===== config.mk =====
export PLATFORM = sky130hd
export DESIGN_NAME = tmds_encoder_8b10b_flat
export DESIGN_NICKNAME = d
export VERILOG_FILES = /design/src/rtl/tmds_encoder_8b10b_if.sv /design/src/rtl/tmds_encoder_8b10b.sv /design/src/flat_wrapper.sv
export SDC_FILE = /design/constraint.sdc
export NUM_CORES = 1
export LEC_CHECK = 0
export BUFFER_PORTS_ARGS = -buffer_cell sky130_fd_sc_hd__buf_2
export CORE_MARGIN = 1.5
export CORE_UTILIZATION = 33
export DETAILED_ROUTE_END_ITERATION = 6
export PLACE_DENSITY = 0.56
export SYNTH_ARGS = -nofsm -noshare
export SYNTH_HDL_FRONTEND = slang
export SYNTH_SLANG_ARGS = --single-unit

===== constraint.sdc =====
create_clock -name pclk -period 4.2 [get_ports pclk]
set_clock_uncertainty 0.15 [all_clocks]
set_input_delay 0.42 -clock pclk [delete_from_list [all_inputs] [get_ports pclk]]
set_output_delay 0.42 -clock pclk [all_outputs]
set_load 0.01 [all_outputs]

===== src/rtl/tmds_encoder_8b10b_if.sv =====
// ---------------------------------------------------------------------------
// tmds_encoder_8b10b_if
// Symbol bus for one TMDS channel encoder. The video source drives the
// pixel/control/aux inputs, and the encoder returns the 10-bit symbol that
// feeds the serializer's txdata.
//
// Signals
//   de    video data enable
//   din   8-bit pixel component
//   ctrl  control bits {C1,C0}, used when de=0
//   ade   aux data enable (data-island period)
//   aux   TERC4 nibble
//   dout  encoded 10-bit symbol, dout[0] transmitted first
//
// Modports
//   master  source side: drives de/din/ctrl/ade/aux, receives dout
//   slave   encoder side: receives de/din/ctrl/ade/aux, drives dout
// ---------------------------------------------------------------------------
interface tmds_encoder_8b10b_if;
  logic       de;
  logic [7:0] din;
  logic [1:0] ctrl;
  logic       ade;
  logic [3:0] aux;
  logic [9:0] dout;

  modport master (output de, din, ctrl, ade, aux, input dout);
  modport slave  (input de, din, ctrl, ade, aux, output dout);
endinterface


===== src/rtl/tmds_encoder_8b10b.sv =====
// ---------------------------------------------------------------------------
// tmds_encoder_8b10b
// TMDS 8b/10b encoder for one HDMI/DVI channel. Video pixels (de=1) are
// transition-minimised and then DC-balanced with a running disparity
// counter; blanking periods (de=0) send one of four control tokens. The
// output drives a 10:1 serializer directly, one symbol per pclk, with two
// register stages between the inputs and dout.
//
// Optional feature macro: TMDS_TERC4_EN
//   defined   -> de=0 & ade=1 sends the TERC4 code of aux (de has priority)
//   undefined -> ade/aux are ignored and de=0 always sends control tokens
//
// Parameters
//   CHANNEL  channel index 0..2, informational only
//
// Ports
//   pclk   pixel clock, single clock domain
//   txrst  synchronous active-high reset
//   bus    tmds_encoder_8b10b_if.slave symbol bus (de, din, ctrl, ade, aux, dout)
// ---------------------------------------------------------------------------
module tmds_encoder_8b10b #(
  parameter int CHANNEL = 0
) (
  input  logic                       pclk,
  input  logic                       txrst,
  tmds_encoder_8b10b_if.slave        bus
);

  localparam logic [9:0] TOKEN_00 = 10'b1101010100;

  function automatic logic [9:0] ctrl_token(input logic [1:0] c);
    logic [9:0] t;
    case (c)
      2'b00:   t = 10'b1101010100;
      2'b01:   t = 10'b0010101011;
      2'b10:   t = 10'b0101010100;
      default: t = 10'b1010101011;
    endcase
    return t;
  endfunction

`ifdef TMDS_TERC4_EN
  function automatic logic [9:0] terc4_code(input logic [3:0] a);
    logic [9:0] t;
    case (a)
      4'h0:    t = 10'b1010011100;
      4'h1:    t = 10'b1001100011;
      4'h2:    t = 10'b1011100100;
      4'h3:    t = 10'b1011100010;
      4'h4:    t = 10'b0101110001;
      4'h5:    t = 10'b0100011110;
      4'h6:    t = 10'b0110001110;
      4'h7:    t = 10'b0100111100;
      4'h8:    t = 10'b1011001100;
      4'h9:    t = 10'b0100111001;
      4'hA:    t = 10'b0110011100;
      4'hB:    t = 10'b1011000110;
      4'hC:    t = 10'b1010001110;
      4'hD:    t = 10'b1001110001;
      4'hE:    t = 10'b0101100011;
      default: t = 10'b1011000011;
    endcase
    return t;
  endfunction

  logic       ade_r;
  logic [3:0] aux_r;
  logic       unused_cfg;
  assign unused_cfg = (CHANNEL != 0);
`else
  // ade/aux have no function in this build; folding them here keeps them
  // visibly consumed without adding any real logic.
  logic unused_cfg;
  assign unused_cfg = ^{bus.ade, bus.aux} ^ (CHANNEL != 0);
`endif

  // Stage 1 combinational: choose XOR or XNOR chaining so the 8-bit word has
  // the fewest transitions. q_m[8] records which one was used (1 = XOR).
  logic [3:0] n1d;
  logic       use_xnor;
  logic [8:0] q_m;

  always_comb begin
    n1d = 4'd0;
    for (int i = 0; i < 8; i++) begin
      n1d = n1d + {3'd0, bus.din[i]};
    end
    use_xnor = (n1d > 4'd4) || ((n1d == 4'd4) && !bus.din[0]);
    q_m      = 9'd0;
    q_m[0]   = bus.din[0];
    for (int i = 1; i < 8; i++) begin
      q_m[i] = use_xnor ? ~(q_m[i-1] ^ bus.din[i]) : (q_m[i-1] ^ bus.din[i]);
    end
    q_m[8] = ~use_xnor;
  end

  logic [8:0] q_m_r;
  logic       de_r;
  logic [1:0] ctrl_r;

  // Stage 1 register: transition-minimised word plus the side-band fields
  // that select the symbol type in stage 2.
  always_ff @(posedge pclk) begin
    if (txrst) begin
      q_m_r  <= 9'd0;
      de_r   <= 1'b0;
      ctrl_r <= 2'b00;
`ifdef TMDS_TERC4_EN
      ade_r  <= 1'b0;
      aux_r  <= 4'h0;
`endif
    end else begin
      q_m_r  <= q_m;
      de_r   <= bus.de;
      ctrl_r <= bus.ctrl;
`ifdef TMDS_TERC4_EN
      ade_r  <= bus.ade;
      aux_r  <= bus.aux;
`endif
    end
  end

  // Stage 2 combinational: DC balancing. cnt holds the running ones-minus-
  // zeros of the symbols sent since the last non-video symbol; the word is
  // inverted whenever sending it as-is would push cnt further from zero.
  logic [3:0]        n1;
  logic signed [4:0] diff;
  logic signed [4:0] cnt;
  logic signed [4:0] cnt_next;
  logic [9:0]        dout_r;
  logic [9:0]        dout_next;

  always_comb begin
    n1 = 4'd0;
    for (int i = 0; i < 8; i++) begin
      n1 = n1 + {3'd0, q_m_r[i]};
    end
    // n1 - n0 == 2*n1 - 8; modulo-32 wrap of {n1,0} still lands on the right value
    diff      = signed'({n1, 1'b0}) - 5'sd8;
    dout_next = TOKEN_00;
    cnt_next  = 5'sd0;
    if (de_r) begin
      if ((cnt == 5'sd0) || (n1 == 4'd4)) begin
        dout_next = {~q_m_r[8], q_m_r[8], q_m_r[8] ? q_m_r[7:0] : ~q_m_r[7:0]};
        cnt_next  = q_m_r[8] ? (cnt + diff) : (cnt - diff);
      end else if (((cnt > 5'sd0) && (n1 > 4'd4)) || ((cnt < 5'sd0) && (n1 < 4'd4))) begin
        dout_next = {1'b1, q_m_r[8], ~q_m_r[7:0]};
        cnt_next  = cnt + (q_m_r[8] ? 5'sd2 : 5'sd0) - diff;
      end else begin
        dout_next = {1'b0, q_m_r[8], q_m_r[7:0]};
        cnt_next  = cnt - (q_m_r[8] ? 5'sd0 : 5'sd2) + diff;
      end
    end else begin
`ifdef TMDS_TERC4_EN
      if (ade_r) begin
        dout_next = terc4_code(aux_r);
      end else begin
        dout_next = ctrl_token(ctrl_r);
      end
`else
      dout_next = ctrl_token(ctrl_r);
`endif
    end
  end

  // Stage 2 register: symbol to the serializer and the disparity counter.
  always_ff @(posedge pclk) begin
    if (txrst) begin
      dout_r <= TOKEN_00;
      cnt    <= 5'sd0;
    end else begin
      dout_r <= dout_next;
      cnt    <= cnt_next;
    end
  end

  assign bus.dout = dout_r;

endmodule

===== src/flat_wrapper.sv =====
// flat-port wrapper written by rule: the top's interface ports become plain ports
module tmds_encoder_8b10b_flat 
#(
  parameter int CHANNEL = 0
)
  (pclk, txrst, bus_de, bus_din, bus_ctrl, bus_ade, bus_aux, bus_dout);
  tmds_encoder_8b10b_if bus_i ();
  input  logic pclk;
  input  logic txrst;
  input wire logic [$bits(bus_i.de)-1:0] bus_de;
  input wire logic [$bits(bus_i.din)-1:0] bus_din;
  input wire logic [$bits(bus_i.ctrl)-1:0] bus_ctrl;
  input wire logic [$bits(bus_i.ade)-1:0] bus_ade;
  input wire logic [$bits(bus_i.aux)-1:0] bus_aux;
  output wire logic [$bits(bus_i.dout)-1:0] bus_dout;
  assign bus_i.de = bus_de;
  assign bus_i.din = bus_din;
  assign bus_i.ctrl = bus_ctrl;
  assign bus_i.ade = bus_ade;
  assign bus_i.aux = bus_aux;
  assign bus_dout = bus_i.dout;
  tmds_encoder_8b10b #(.CHANNEL(CHANNEL)) u_core (.pclk(pclk), .txrst(txrst), .bus(bus_i));
endmodule

==> impl_metrics.xml, run 1 <==
<?xml version="1.0" encoding="UTF-8"?>
<metrics>
  <group name="status">
    <metric name="outcome" unit="">finished clean</metric>
  </group>
  <group name="synthesis">
    <metric name="synth_area_leaders" unit="">dfxtp_1 (24%), ha_1 (15%), fa_1 (12%)</metric>
    <metric name="asyncSetResetFlopFracSynth" unit="%">0</metric>
    <metric name="post_synth_inst_count" unit="">221</metric>
    <metric name="synth.top_cell.area_share" unit="%">24.2</metric>
    <metric name="ys_dominant_reg_cell" unit="">dfxtp_1</metric>
    <metric name="synth_largest_area_cell" unit="">dfxtp_1</metric>
    <metric name="post_synth_instance_area" unit="um^2">2150</metric>
    <metric name="yosys_warnings" unit="">0</metric>
    <metric name="synth.most_common_cell" unit="">inv_1</metric>
    <metric name="synth_top_cells_by_count" unit="">inv_1 (32), dfxtp_1 (26), ha_1 (25)</metric>
    <metric name="synth_sequential_area_ratio" unit="%">24.2</metric>
    <metric name="synth_cell_types" unit="">49</metric>
    <metric name="synth_enable_flop_cells" unit="">0</metric>
    <metric name="synth_fp_nets" unit="">277</metric>
    <metric name="flops_latches_synth" unit="">26</metric>
    <metric name="postSynthAreaPerCell" unit="um^2">9.73</metric>
  </group>
  <group name="worst_hold_path">
    <metric name="whs_endpoint" unit="">u_core.ctrl_r[1]</metric>
    <metric name="timing.hold.worst_path_depth" unit="">2</metric>
    <metric name="timing.hold.worst.class" unit="">in2reg</metric>
    <metric name="worst_hold_startpoint" unit="">bus_ctrl[1]</metric>
  </group>
  <group name="die">
    <metric name="fp.dieArea" unit="um^2">7010</metric>
    <metric name="start_util" unit="%">34.0</metric>
    <metric name="floorplan.die.width" unit="um">83.7</metric>
    <metric name="io-pin-count" unit="">28</metric>
    <metric name="fp-row-count" unit="">29</metric>
    <metric name="core" unit="um^2">6310</metric>
    <metric name="die_height" unit="um">83.7</metric>
  </group>
  <group name="timing">
    <metric name="fin_setup_tns" unit="ps">0</metric>
    <metric name="max_slew.worst_pin.slew" unit="ps">568</metric>
    <metric name="max-slew-margin-rel" unit="%">62.1</metric>
    <metric name="timing_hold_violations_final" unit="">0</metric>
    <metric name="rsz_0062_raised_after_global_routing" unit="">yes</metric>
    <metric name="fin_crit_sh" unit="%">99.9</metric>
    <metric name="drv_slew" unit="">0</metric>
    <metric name="setup_violating_endpoint_count_in_the_final_report" unit="">0</metric>
    <metric name="setup_slack" unit="ps">6.11</metric>
    <metric name="hold_slack" unit="ps">207</metric>
    <metric name="achievable-frequency" unit="GHz">0.238</metric>
    <metric name="period_minus_ws_final" unit="ps">4190</metric>
  </group>
  <group name="worst_setup_path">
    <metric name="cp-end-kind" unit="">flip-flop</metric>
    <metric name="critPathRequiredTime" unit="ps">4190</metric>
    <metric name="reg2reg_from" unit="">u_core.q_m_r[1]</metric>
    <metric name="setup.worst_path.class" unit="">reg2reg</metric>
    <metric name="r2r_cells" unit="">15</metric>
    <metric name="endpoint_arrival_time_on_the_critical_path" unit="ps">4180</metric>
    <metric name="worstPathCellList" unit="">ha_4 -&gt; inv_2 -&gt; fa_1 -&gt; fa_1 -&gt; fa_2 -&gt; fa_2 -&gt; ha_4 -&gt; nor2_4 -&gt; a21oi_2 -&gt; ha_1 -&gt; a21o_1 -&gt; a21oi_2 -&gt; xor3_1 -&gt; o21bai_1 -&gt; a311oi_2</metric>
    <metric name="regToRegEndpoint" unit="">u_core.cnt[4]</metric>
    <metric name="critical-path-max-stage-delay" unit="ps">590</metric>
    <metric name="crit_path_max_fanout" unit="">3</metric>
    <metric name="worst_path_max_delay_cell" unit="">fa_2</metric>
    <metric name="sort_of_element_at_the_start_of_the_critical_path" unit="">flip-flop</metric>
    <metric name="ff2ff_setup_slack" unit="ps">6</metric>
  </group>
  <group name="flow_run">
    <metric name="cap_viol_max_count" unit="">0</metric>
  </group>
  <group name="grt">
    <metric name="grt_first_pass_wirelength" unit="um">6290</metric>
    <metric name="track_usage" unit="%">11.0</metric>
    <metric name="first_global_vias" unit="">1436</metric>
    <metric name="grt_max_degree" unit="">22</metric>
    <metric name="overflow" unit="">0</metric>
    <metric name="initial_antenna_violation_count" unit="">0</metric>
  </group>
  <group name="drt">
    <metric name="wire_per_inst" unit="um">11.5</metric>
    <metric name="viasPerCell" unit="">4.51</metric>
    <metric name="postRouteAntennaNets" unit="">0</metric>
    <metric name="detail_route.drc_violations" unit="">0</metric>
    <metric name="first_pass_iters" unit="">3</metric>
    <metric name="initialDrtViolationCount" unit="">94</metric>
    <metric name="routed_wl" unit="um">3820</metric>
    <metric name="detailroute.via_count" unit="">1502</metric>
  </group>
  <group name="place">
    <metric name="globalplace.congestion" unit="">0.809</metric>
    <metric name="hpwl" unit="um">3260</metric>
    <metric name="placed_cells" unit="">327</metric>
    <metric name="buffer_ports.inserted" unit="">22</metric>
    <metric name="detailedPlace.worstSlack" unit="ps">-48.4</metric>
  </group>
  <group name="clocking">
    <metric name="cts.hold.buffers_added" unit="">0</metric>
    <metric name="clockBufferDepth" unit="">2</metric>
    <metric name="cts_made_buffers" unit="">3</metric>
    <metric name="clock_sink_count" unit="">26</metric>
    <metric name="clock_tree.htree_level_count" unit="">1</metric>
    <metric name="tritoncts" unit="">yes</metric>
    <metric name="clock_insertion_delay_worst_skew" unit="ps">270</metric>
    <metric name="clkTransAtPathRegs" unit="ps">90</metric>
    <metric name="clk_root_buffer_cell" unit="">clkbuf_8</metric>
  </group>
  <group name="layout">
    <metric name="num_antenna_cells" unit="">0</metric>
    <metric name="layout-drive-gt1-share" unit="%">31.6</metric>
    <metric name="nNetsFinal" unit="">313</metric>
    <metric name="synthToLayoutAreaGrowth" unit="%">19.7</metric>
    <metric name="final_cells" unit="">333</metric>
  </group>
</metrics>
[worst max-delay path by stage]
stage / slack (ps) / to / from
after floorplan: 20 / u_core.cnt[4] / u_core.q_m_r[0]
after global placement: 40 / u_core.cnt[4] / u_core.q_m_r[0]
after detailed placement: -50 / u_core.cnt[4] / u_core.q_m_r[0]
after CTS: -20 / u_core.cnt[4] / u_core.q_m_r[0]
after global routing: -150 / u_core.cnt[4] / u_core.q_m_r[1]
final: 6 / u_core.cnt[4] / u_core.q_m_r[1]
[sequential cells by signal, summed over array words and instances (netlist names)]
name	flops
u_core.q_m_r	9
u_core.bus.dout	10
u_core.cnt	4
u_core.de_r	1
u_core.ctrl_r	2
[per-stage QoR]
step                      cell area [um^2]  utilization (%)
after floorplan                       2160                -
after global placement                2430             38.4
after detailed placement              2430             38.4
after CTS                             2490             39.4
after global routing                  2570             40.7
final                                 2570             40.7
[worst max-delay path, delay by kind of cell, from the launching register on]
family / cells / cell delay, ps
adder cells (fa/ha/maj): 7 / 2660
XOR/XNOR: 1 / 220
flip-flops: 1 / 340
buffers and inverters: 1 / 30
AO/OA/AOI/OAI: 5 / 600
AND/OR/NAND/NOR: 1 / 70
[cells in the final DEF, fill, tap and decap left out, types with 3 or more instances in the layout]
cell	Yosys	final
a211oi_1	7	5
xor2_1	3	3
nand3_2	3	3
nand2_1	8	8
clkbuf_8	0	4
ha_1	25	22
buf_2	2	22
a21oi_1	11	9
nor2_1	15	14
a21o_1	4	4
dfxtp_1	26	24
fa_1	13	11
a21oi_2	1	3
inv_1	32	31
nor2b_1	12	12
buf_4	2	17
xnor2_1	12	12
[layout make-up]
cell class	count	area [um^2]
Clock buffer	4	55.1
Fill cell	644	3740
Inverter	32	120
Multi-Input combinational cell	155	1540
Sequential cell	26	523
Tap cell	77	96.3
Timing Repair Buffer	39	238
[layer usage]
layer	wire length [um]	global-route usage (%)	vias up
met2	1830	19.1	19
li1	-	-	792
met3	89	1.88	2
met5	0	0	-
met4	37	2.24	0
met1	1860	14.5	689
[cell families (layout without fill, tap and decap cells)]
family,after synthesis,count (layout),share of synthesized area [%]
DFF,26,26,24.2
adders and majority gates,38,38,26.7
AOI/OAI and AO/OA,39,39,13.8
buffers and inverters,40,75,7.80
xor gates and xnor gates,20,20,10.6
and+or+nand+nor,55,55,15.3
muxes,3,3,1.69
[timing repair]
| item | CTS | global route |
|---|---|---|
| resized for setup | 2 | 14 |
| pin swaps | 0 | 5 |
| endpoints found under the setup margin | 1 | 12 |
| setup buffers | 0 | 2 |
Power of run 1 is left out: the tool's default activity adds up to more than one toggle a clock period on the data nets, which glitch-free logic cannot reach.
==> run 2: changes to the inputs <==
--- a/config.mk
+++ b/config.mk
@@ -10,6 +10,7 @@
 export CORE_UTILIZATION = 33
 export DETAILED_ROUTE_END_ITERATION = 6
 export PLACE_DENSITY = 0.56
+export REMOVE_ABC_BUFFERS = 1
 export SYNTH_ARGS = -nofsm -noshare
 export SYNTH_HDL_FRONTEND = slang
 export SYNTH_SLANG_ARGS = --single-unit
==> impl_metrics.xml, run 2 (synthesis gave the netlist of run 1 again) <==
<?xml version="1.0" encoding="UTF-8"?>
<metrics>
  <group name="status">
    <metric name="outcome" unit="">complete, but fails checks</metric>
    <metric name="violated_checks" unit="">setup timing</metric>
  </group>
  <group name="layout">
    <metric name="most-common-layout-cells" unit="">inv_1 (31), dfxtp_1 (24), buf_2 (22)</metric>
    <metric name="synthToLayoutAreaGrowth" unit="%">21.1</metric>
    <metric name="finalInstanceArea" unit="um^2">2600</metric>
    <metric name="nNetsFinal" unit="">313</metric>
    <metric name="num_antenna_cells" unit="">0</metric>
    <metric name="final_cells" unit="">333</metric>
    <metric name="n_fill_cell" unit="">654</metric>
    <metric name="final_util" unit="%">41.2</metric>
    <metric name="commonest_non_fill_non_tap_cell_in_the_layout" unit="">inv_1</metric>
    <metric name="layout-drive-gt1-share" unit="%">34.0</metric>
    <metric name="largest_register_ff_count" unit="">10</metric>
  </group>
  <group name="worst_setup_path">
    <metric name="crit_path_max_fanout" unit="">3</metric>
    <metric name="endpoint_arrival_time_on_the_critical_path" unit="ps">4260</metric>
    <metric name="critPathRequiredTime" unit="ps">4200</metric>
    <metric name="r2r_cells" unit="">15</metric>
    <metric name="cp-end-kind" unit="">flip-flop</metric>
    <metric name="sort_of_element_at_the_start_of_the_critical_path" unit="">flip-flop</metric>
    <metric name="reg2reg_from" unit="">u_core.q_m_r[0]</metric>
    <metric name="regToRegEndpoint" unit="">u_core.cnt[4]</metric>
    <metric name="ff2ff_setup_slack" unit="ps">-60</metric>
    <metric name="setup.worst_path.class" unit="">reg2reg</metric>
  </group>
  <group name="clocking">
    <metric name="tritoncts" unit="">yes</metric>
    <metric name="clk_root_buffer_cell" unit="">clkbuf_8</metric>
    <metric name="clockBufferDepth" unit="">2</metric>
    <metric name="clock_tree.htree_level_count" unit="">1</metric>
    <metric name="cts.hold.buffers_added" unit="">0</metric>
    <metric name="clock_insertion_delay_worst_skew" unit="ps">280</metric>
    <metric name="clock_sink_count" unit="">26</metric>
    <metric name="clkTransAtPathRegs" unit="ps">100</metric>
    <metric name="cts_made_buffers" unit="">3</metric>
  </group>
  <group name="grt">
    <metric name="grt_first_pass_wirelength" unit="um">6820</metric>
    <metric name="grt_max_degree" unit="">22</metric>
    <metric name="overflow" unit="">0</metric>
    <metric name="initial_antenna_violation_count" unit="">0</metric>
    <metric name="track_usage" unit="%">12.1</metric>
    <metric name="first_global_vias" unit="">1525</metric>
  </group>
  <group name="timing">
    <metric name="drv_slew" unit="">0</metric>
    <metric name="timing_hold_violations_final" unit="">0</metric>
    <metric name="hold_slack" unit="ps">198</metric>
    <metric name="period_minus_ws_final" unit="ps">4260</metric>
    <metric name="fin_crit_sh" unit="%">101</metric>
    <metric name="rsz_0062_raised_after_global_routing" unit="">yes</metric>
    <metric name="max_slew.worst_pin.slew" unit="ps">612</metric>
    <metric name="achievable-frequency" unit="GHz">0.235</metric>
    <metric name="setup_slack" unit="ps">-60.0</metric>
    <metric name="max-slew-margin-rel" unit="%">59.1</metric>
    <metric name="setup_violating_endpoint_count_in_the_final_report" unit="">1</metric>
  </group>
  <group name="die">
    <metric name="io-pin-count" unit="">28</metric>
    <metric name="die_height" unit="um">83.7</metric>
    <metric name="fp.dieArea" unit="um^2">7010</metric>
    <metric name="floorplan.die.width" unit="um">83.7</metric>
    <metric name="fp-row-count" unit="">29</metric>
    <metric name="core" unit="um^2">6310</metric>
    <metric name="start_util" unit="%">34.0</metric>
  </group>
  <group name="worst_hold_path">
    <metric name="timing.hold.worst_path_depth" unit="">2</metric>
    <metric name="worst_hold_startpoint" unit="">bus_de</metric>
    <metric name="timing.hold.worst.class" unit="">in2reg</metric>
    <metric name="whs_endpoint" unit="">u_core.de_r</metric>
  </group>
  <group name="drt">
    <metric name="routed_wl" unit="um">4030</metric>
    <metric name="detailroute.via_count" unit="">1528</metric>
    <metric name="detail_route.drc_violations" unit="">0</metric>
    <metric name="viasPerCell" unit="">4.59</metric>
    <metric name="wire_per_inst" unit="um">12.1</metric>
    <metric name="postRouteAntennaNets" unit="">0</metric>
    <metric name="initialDrtViolationCount" unit="">79</metric>
    <metric name="first_pass_iters" unit="">4</metric>
  </group>
  <group name="flow_run">
    <metric name="cap_viol_max_count" unit="">0</metric>
  </group>
  <group name="place">
    <metric name="hpwl" unit="um">3250</metric>
    <metric name="placedInstanceArea" unit="um^2">2390</metric>
    <metric name="globalplace.congestion" unit="">0.766</metric>
    <metric name="buffer_ports.inserted" unit="">22</metric>
    <metric name="placed_cells" unit="">323</metric>
  </group>
</metrics>
run 2: changes by cell type in the layout (fill, tap and decap cells not counted), sizes merged:
cell / delta
bufinv: +1
clkbuf: -1
run 2: area by class of cell:
| class | count | area, um^2 | area share [%] |
|---|---|---|---|
| clock inverters | 1 | 30.0 | 1.15 |
| well taps | 77 | 96.3 | 3.70 |
| repair buffers | 39 | 241 | 9.28 |
| flip-flops and latches | 26 | 523 | 20.1 |
| inverters | 32 | 120 | 4.62 |
| multi-input cells | 155 | 1550 | 59.6 |
| clock buffers | 3 | 41.3 | 1.59 |
run 2: repair_timing:
| action | in CTS | in global routing |
|---|---|---|
| resized for setup | 2 | 21 |
| setup buffers | 1 | 5 |
| setup endpoints to repair | 11 | 12 |
| pin swaps | 2 | 5 |
run 2: worst max-delay path: stages (launching register included):
cell and delay (ps):
dfxtp_2 350, ha_4 250, inv_2 30, fa_1 500
fa_1 440, fa_2 370, fa_2 620, ha_4 230
nor2_4 80, a21oi_2 50, ha_1 290, a21o_1 150
a21oi_1 160, xor3_1 240, o21bai_1 170, a311oi_2 50
run 2: metal layers:
metal | wire length (um) | vias up | global-route usage [%]
met3 | 99 | 5 | 1.58
met4 | 87 | 0 | 5.37
met5 | 0 | - | 0
met2 | 1950 | 20 | 20.9
met1 | 1900 | 710 | 15.0
li1 | - | 793 | -
run 2: how the worst max path moves through the flow:
stage,startpoint,end,cells after the start
2_1_floorplan,u_core.q_m_r[0],u_core.cnt[4],15
3_3_place_gp,u_core.q_m_r[0],u_core.cnt[4],15
3_5_place_dp,u_core.q_m_r[0],u_core.cnt[4],15
4_1_cts,u_core.q_m_r[0],u_core.cnt[4],15
5_1_grt,u_core.q_m_r[0],u_core.cnt[4],15
6_report,u_core.q_m_r[0],u_core.cnt[4],15
run 2: through the flow:
step / setup TNS, ps / worst slack [ps]
detailed placement: -355 / -148
global route: -209 / -209
global placement: -44.3 / -43.7
CTS: -84.0 / -84.0
floorplan: -87.8 / -87.8
finish: -60.0 / -60.0
Power of run 2 is left out for the same reason.
